File: config.mk
export PLATFORM = sky130hd
export DESIGN_NAME = iter_divider
export DESIGN_NICKNAME = d
export VERILOG_FILES = /design/src/rtl/iter_divider_pkg.sv /design/src/rtl/iter_divider_div_step.sv /design/src/rtl/iter_divider.sv
export SDC_FILE = /design/constraint.sdc
export NUM_CORES = 1
export LEC_CHECK = 0
export ABC_AREA = 1
export CAP_MARGIN = 10
export CORE_MARGIN = 2
export CORE_UTILIZATION = 50
export DETAILED_ROUTE_END_ITERATION = 12
export GPL_TIMING_DRIVEN = 0
export PLACE_DENSITY = 0.74
export SETUP_SLACK_MARGIN = 0.02
export SLEW_MARGIN = 20
export SYNTH_ARGS = -nofsm -noshare
export SYNTH_HDL_FRONTEND = slang
export SYNTH_HIERARCHICAL = 1
export SYNTH_SLANG_ARGS = --single-unit
File: constraint.sdc
create_clock -name clk -period 5.7 [get_ports clk]
set_clock_uncertainty 0.2 [all_clocks]
set_input_delay 1.425 -clock clk [delete_from_list [all_inputs] [get_ports clk]]
set_output_delay 1.425 -clock clk [all_outputs]
set_load 0.02 [all_outputs]
File: src/rtl/iter_divider_pkg.sv
// Shared definitions for the iterative restoring divider: state encoding,
// operand width and the number of radix-2 steps per division.
package iter_divider_pkg;

    localparam int DIV_WIDTH = 32;
    localparam int DIV_STEPS = 32;
    localparam int CNT_W     = 6;

    typedef enum logic [1:0] {
        IDLE = 2'd0,
        CALC = 2'd1,
        SIGN = 2'd2,
        DONE = 2'd3
    } div_state_e;

endpackage : iter_divider_pkg

File: src/rtl/iter_divider_div_step.sv
// One radix-2 restoring division step: shift {rem,quo} left by one and
// trial-subtract the divisor from the (W+1)-bit shifted partial remainder.
module div_step
    import iter_divider_pkg::*;
#(
    parameter int W = DIV_WIDTH
) (
    input  logic [W-1:0] i_rem,
    input  logic [W-1:0] i_quo,
    input  logic [W-1:0] i_divisor,
    output logic [W-1:0] o_rem,
    output logic [W-1:0] o_quo
);

    logic [W:0]   w_shift;
    logic [W-1:0] w_sub;
    logic         w_ge;

    assign w_shift = {i_rem, i_quo[W-1]};
    assign w_ge    = (w_shift >= {1'b0, i_divisor});
    // When the trial subtraction succeeds the true difference is below 2^W,
    // so a W-bit modular subtract is exact.
    assign w_sub   = w_shift[W-1:0] - i_divisor;

    always_comb begin
        o_rem = w_shift[W-1:0];
        o_quo = {i_quo[W-2:0], 1'b0};
        if (w_ge) begin
            o_rem = w_sub;
            o_quo = {i_quo[W-2:0], 1'b1};
        end
    end

endmodule : div_step

File: src/rtl/iter_divider.sv
// Iterative 32-step restoring divider on unsigned magnitudes with a final
// optional two's-complement correction of quotient and remainder.
module iter_divider #(
    parameter int DIV_WIDTH = iter_divider_pkg::DIV_WIDTH
) (
    input  logic                 clk,
    input  logic                 rst,
    input  logic                 div_begin,
    input  logic                 div_sign,
    input  logic                 div_dividend_sign,
    input  logic [DIV_WIDTH-1:0] div_dividend,
    input  logic [DIV_WIDTH-1:0] div_divisor,
    output logic [DIV_WIDTH-1:0] div_quotient,
    output logic [DIV_WIDTH-1:0] div_remainder,
    output logic                 div_done,
    output logic                 div_busy
);
    import iter_divider_pkg::*;

    div_state_e           r_state;
    div_state_e           w_state_next;
    logic [CNT_W-1:0]     r_count;
    logic [DIV_WIDTH-1:0] r_rem;
    logic [DIV_WIDTH-1:0] r_quo;
    logic [DIV_WIDTH-1:0] r_divisor;
    logic                 r_neg_quo;
    logic                 r_neg_rem;
    logic [DIV_WIDTH-1:0] r_quotient;
    logic [DIV_WIDTH-1:0] r_remainder;
    logic [DIV_WIDTH-1:0] w_step_rem;
    logic [DIV_WIDTH-1:0] w_step_quo;
    logic                 w_last_step;

    div_step #(
        .W (DIV_WIDTH)
    ) u_step (
        .i_rem     (r_rem),
        .i_quo     (r_quo),
        .i_divisor (r_divisor),
        .o_rem     (w_step_rem),
        .o_quo     (w_step_quo)
    );

    assign w_last_step = (r_count == CNT_W'(DIV_STEPS - 1));

    always_ff @(posedge clk) begin
        if (rst) begin
            r_state <= IDLE;
        end else begin
            r_state <= w_state_next;
        end
    end

    // Dropping div_begin while busy aborts without touching the outputs.
    always_comb begin
        w_state_next = r_state;
        div_done     = 1'b0;
        div_busy     = 1'b0;
        case (r_state)
            IDLE: begin
                if (div_begin) begin
                    w_state_next = CALC;
                end
            end
            CALC: begin
                div_busy = 1'b1;
                if (!div_begin) begin
                    w_state_next = IDLE;
                end else if (w_last_step) begin
                    w_state_next = SIGN;
                end
            end
            SIGN: begin
                div_busy = 1'b1;
                if (!div_begin) begin
                    w_state_next = IDLE;
                end else begin
                    w_state_next = DONE;
                end
            end
            DONE: begin
                div_done     = 1'b1;
                w_state_next = IDLE;
            end
            default: begin
                w_state_next = IDLE;
            end
        endcase
    end

    always_ff @(posedge clk) begin
        if (rst) begin
            r_count     <= '0;
            r_rem       <= '0;
            r_quo       <= '0;
            r_divisor   <= '0;
            r_neg_quo   <= 1'b0;
            r_neg_rem   <= 1'b0;
            r_quotient  <= '0;
            r_remainder <= '0;
        end else begin
            case (r_state)
                IDLE: begin
                    if (div_begin) begin
                        r_count   <= '0;
                        r_rem     <= '0;
                        r_quo     <= div_dividend;
                        r_divisor <= div_divisor;
                        r_neg_quo <= div_sign;
                        r_neg_rem <= div_dividend_sign;
                    end
                end
                CALC: begin
                    if (div_begin) begin
                        r_rem   <= w_step_rem;
                        r_quo   <= w_step_quo;
                        r_count <= r_count + CNT_W'(1);
                    end
                end
                SIGN: begin
                    if (div_begin) begin
                        r_quotient  <= r_neg_quo ? ({DIV_WIDTH{1'b0}} - r_quo) : r_quo;
                        r_remainder <= r_neg_rem ? ({DIV_WIDTH{1'b0}} - r_rem) : r_rem;
                    end
                end
                default: begin
                end
            endcase
        end
    end

    assign div_quotient  = r_quotient;
    assign div_remainder = r_remainder;

endmodule : iter_divider
==> summary.md <==
| Metric | Value |
|---|---|
| Final HPWL DP | `30480 microns` |
| Hold buffers post-CTS | `0` |
| Worst Hold Class | `register to register` |
| Min Hold Slack | `between 200 and 300 ps` |
| CTS Buffer Depth | `2` |
| H-tree depth reported by CTS | `4` |
| Top Metal Used | `met4` |
| Worst skew pair latency | `~440 ps` |
| Reg2reg start | `r_rem[22]$_SDFFE_PP0P_` |
| Setup bufs post-CTS | `0` |
| Drt first pass iters | `6` |
| Outcome | `finished clean` |
| Mean Syn Cell Area | `~6.1 sq um` |
| RSZ-0062 raised after global routing | `false` |
| Synth async-reset ratio | `0%` |
| Initial DRC count | `1016` |
| Num CTS Buffers | `17` |
| Boundary Pins | `roughly 140` |
| Via count | `around 13000` |
| Post-route DRC | `0` |
| Area Overhead vs Synth | `19.22%` |
| Syn Nets | `about 2100` |
| Synth unique cells | `45` |
| Total power | `just under 5 mW` |
| Most common cell after layout, fill and taps aside | `nand2_1` |
| Post-Synthesis Cells | `1952` |
| CP Launch Type | `register` |
| Remaining Overflow, GRT | `0` |
| Synth Flop Type | `dfxtp_1` |
| Via density | `5.174` |
| Die area | `25130 sq um` |
| TritonCTS clock tree | `built` |
| Vias in the first global route | `~12000` |
| Fin crit share | `between 50% and 60%` |
| Tot GR Track Use | `approximately a third` |
| Crit path time final | `3401 ps` |
| Width of the chip | `about 160 microns` |
| WP data required | `4070 ps` |
| Number of synthesized flops with an enable pin | `0` |
| Starting Density | `between 50% and 60%` |
| Total of max-cap violations | `0` |
| Post-DP Area | `between 10000 and 15000 sq um` |
| Placed insts | `2404` |
| Final setup violation count | `0` |
| Leakage | `6.969 nW` |
| Finished Core Util | `60.65%` |
| FF-to-FF setup slack | `2820 ps` |
| Synth Cell Area | `~12000 sq um` |
| Met3 WL post-DR | `approximately 2700 microns` |
| CTS sink count | `170` |
| Hold path start | `r_divisor[9]$_SDFFE_PP0P_` |
| Initial antenna violation count | `0` |
| Register area share after synthesis | `28.50%` |
| Pre-CTS setup slack | `2016 ps` |
| WL/cell | `approximately 16 microns` |
| Register-to-Register Path Depth | `15` |
| Port-buffer cells | `133` |
| Final worst-path setup slack | `2299 ps` |
| Met2 Wirelength | `between 15000 and 20000 microns` |
| GPL Wtd Cong | `just under 1` |
| Syn. warnings | `6` |
| Top cells by area, synth | `dfxtp_1 (29%), nand2_1 (17%), inv_1 (8.5%), nor2_1 (8.2%), a21oi_1 (6.6%)` |
| First-pass GRT wire length | `60490 microns` |
| Ant. Diodes | `0` |
| Dominant cell type by area after synthesis | `dfxtp_1` |
| Worst Setup EP | `div_busy` |
| Pwr dens | `around 340 nW/um^2` |
| Critical path fanouts, max | `4` |
| Antenna-violating nets left | `0` |
| Reg-to-reg endpoint | `r_quo[0]$_SDFFE_PP0P_` |
| Most frequent cells in the layout | `nand2_1 (525), inv_1 (269), nor2_1 (262), dfxtp_1 (170), a21oi_1 (158)` |
| # fillers | `around 2400` |
| Share of the synthesized area in the top cell type | `between 20 and 30%` |
| Routed WL | `about 38000 microns` |
| Layout Nets | `about 2200` |
| Row cnt | `56` |
| Post-cts gate resize count | `0` |
| Worst setup EP type | `output port` |
| M1 WL | `18370 microns` |
| Cell area after layout | `about 14000 sq um` |
| VDD IR max | `between 0.0002 and 0.00025 V` |
| Largest net degree at the start of global routing | `17` |
| CTS root buf | `clkbuf_16` |
| Layout cells sized above 1 | `9.022%` |
| Number of synthesized register bits | `170` |
| Clock slew at reported path FFs | `about 70 ps` |
| Rel. slew slack | `between 50% and 60%` |
| Final hold viol count | `0` |
| Fin Setup TNS | `0 ps` |
| Final Max Slew Viols | `0` |
| Core Region | `23470 sq um` |
| Fmax | `just under 300 MHz` |
| Least-Margin Pin Slew | `~730 ps` |
| Worst setup startpoint | `r_state[0]$_SDFFE_PP0P_` |
| Non-filler instance count after layout | `approximately 2400` |
| CP Class | `register to output port` |
| Arrival @ worst endpoint | `between 1500 and 2000 ps` |
| Die span in y | `158.5 microns` |
[how the worst min path moves through the flow]
stage | to | cells after the start
floorplan | r_count[0]$_SDFFE_PP0P_ | 1
global placement | r_count[0]$_SDFFE_PP0P_ | 1
detailed placement | r_count[0]$_SDFFE_PP0P_ | 1
CTS | r_count[0]$_SDFFE_PP0P_ | 1
global route | r_count[0]$_SDFFE_PP0P_ | 1
finish | r_divisor[9]$_SDFFE_PP0P_ | 2
[synthesized netlist by cell type (4+ instances only)]
library cell and number:
dfxtp_1 170, nand2_2 16, and2_1 8, o21ai_1 24, o21ai_0 99, nand3_2 19
buf_2 32, buf_4 38, o211ai_1 11, nand3_1 110, nor2_1 262, nor3_1 12
nor2_4 6, o221ai_1 5, xor2_1 27, a21oi_1 158, inv_1 269, nand2_1 525
nand3b_1 14, clkbuf_1 30, nor2_2 19, xnor2_1 6, ha_1 40, inv_2 10
nand2_4 4, nand4_1 11
[worst max-delay path, stage by stage (launching register included)]
cell and delay, ps:
dfxtp_1 360, inv_1 100, ha_1 290, clkdlybuf4s50_1 590
[registers in the layout (all words and copies together), names as in the netlist]
signal / count
r_quo: 32
r_rem: 32
r_neg_quo: 1
r_state: 2
r_neg_rem: 1
div_quotient: 32
r_count: 6
div_remainder: 32
r_divisor: 32
[metal layers]
layer	vias to the layer above	GRT usage [%]
li1	6397	-
met1	5739	44.70
met2	404	48.07
met3	63	5.580
met4	0	9.824
met5	-	0
[where the power goes]
group / switching (mW) / internal (mW)
clock: 0.537 / 0.613
sequential: 0.181 / 1.37
combinational: 1.40 / 0.773
[area by class of cell]
cell class                      instances  area (sq um)  area share [%]
Multi-Input combinational cell       1395          6857           48.17
Clock buffer                           19         432.9           3.041
Tap cell                              319         399.1           2.804
Clock inverter                         13         131.4          0.9229
Inverter                              280          1054           7.401
Sequential cell                       170          3403           23.91
Timing Repair Buffer                  133          1331           9.352
Buffer                                107         626.9           4.404
[cells by family (layout without fill, tap and decap cells)]
kind of cell / Yosys count / after routing / share of synthesized area, %
flip-flops: 170 / 170 / 28.50
AND/OR/NAND/NOR: 1018 / 1018 / 37.41
buffers and inverters: 387 / 552 / 14.07
AO/OA/AOI/OAI: 303 / 303 / 13.23
XOR/XNOR: 33 / 33 / 2.421
adder cells (fa/ha/maj): 41 / 41 / 4.359
Power figures use the tool's default switching activity.
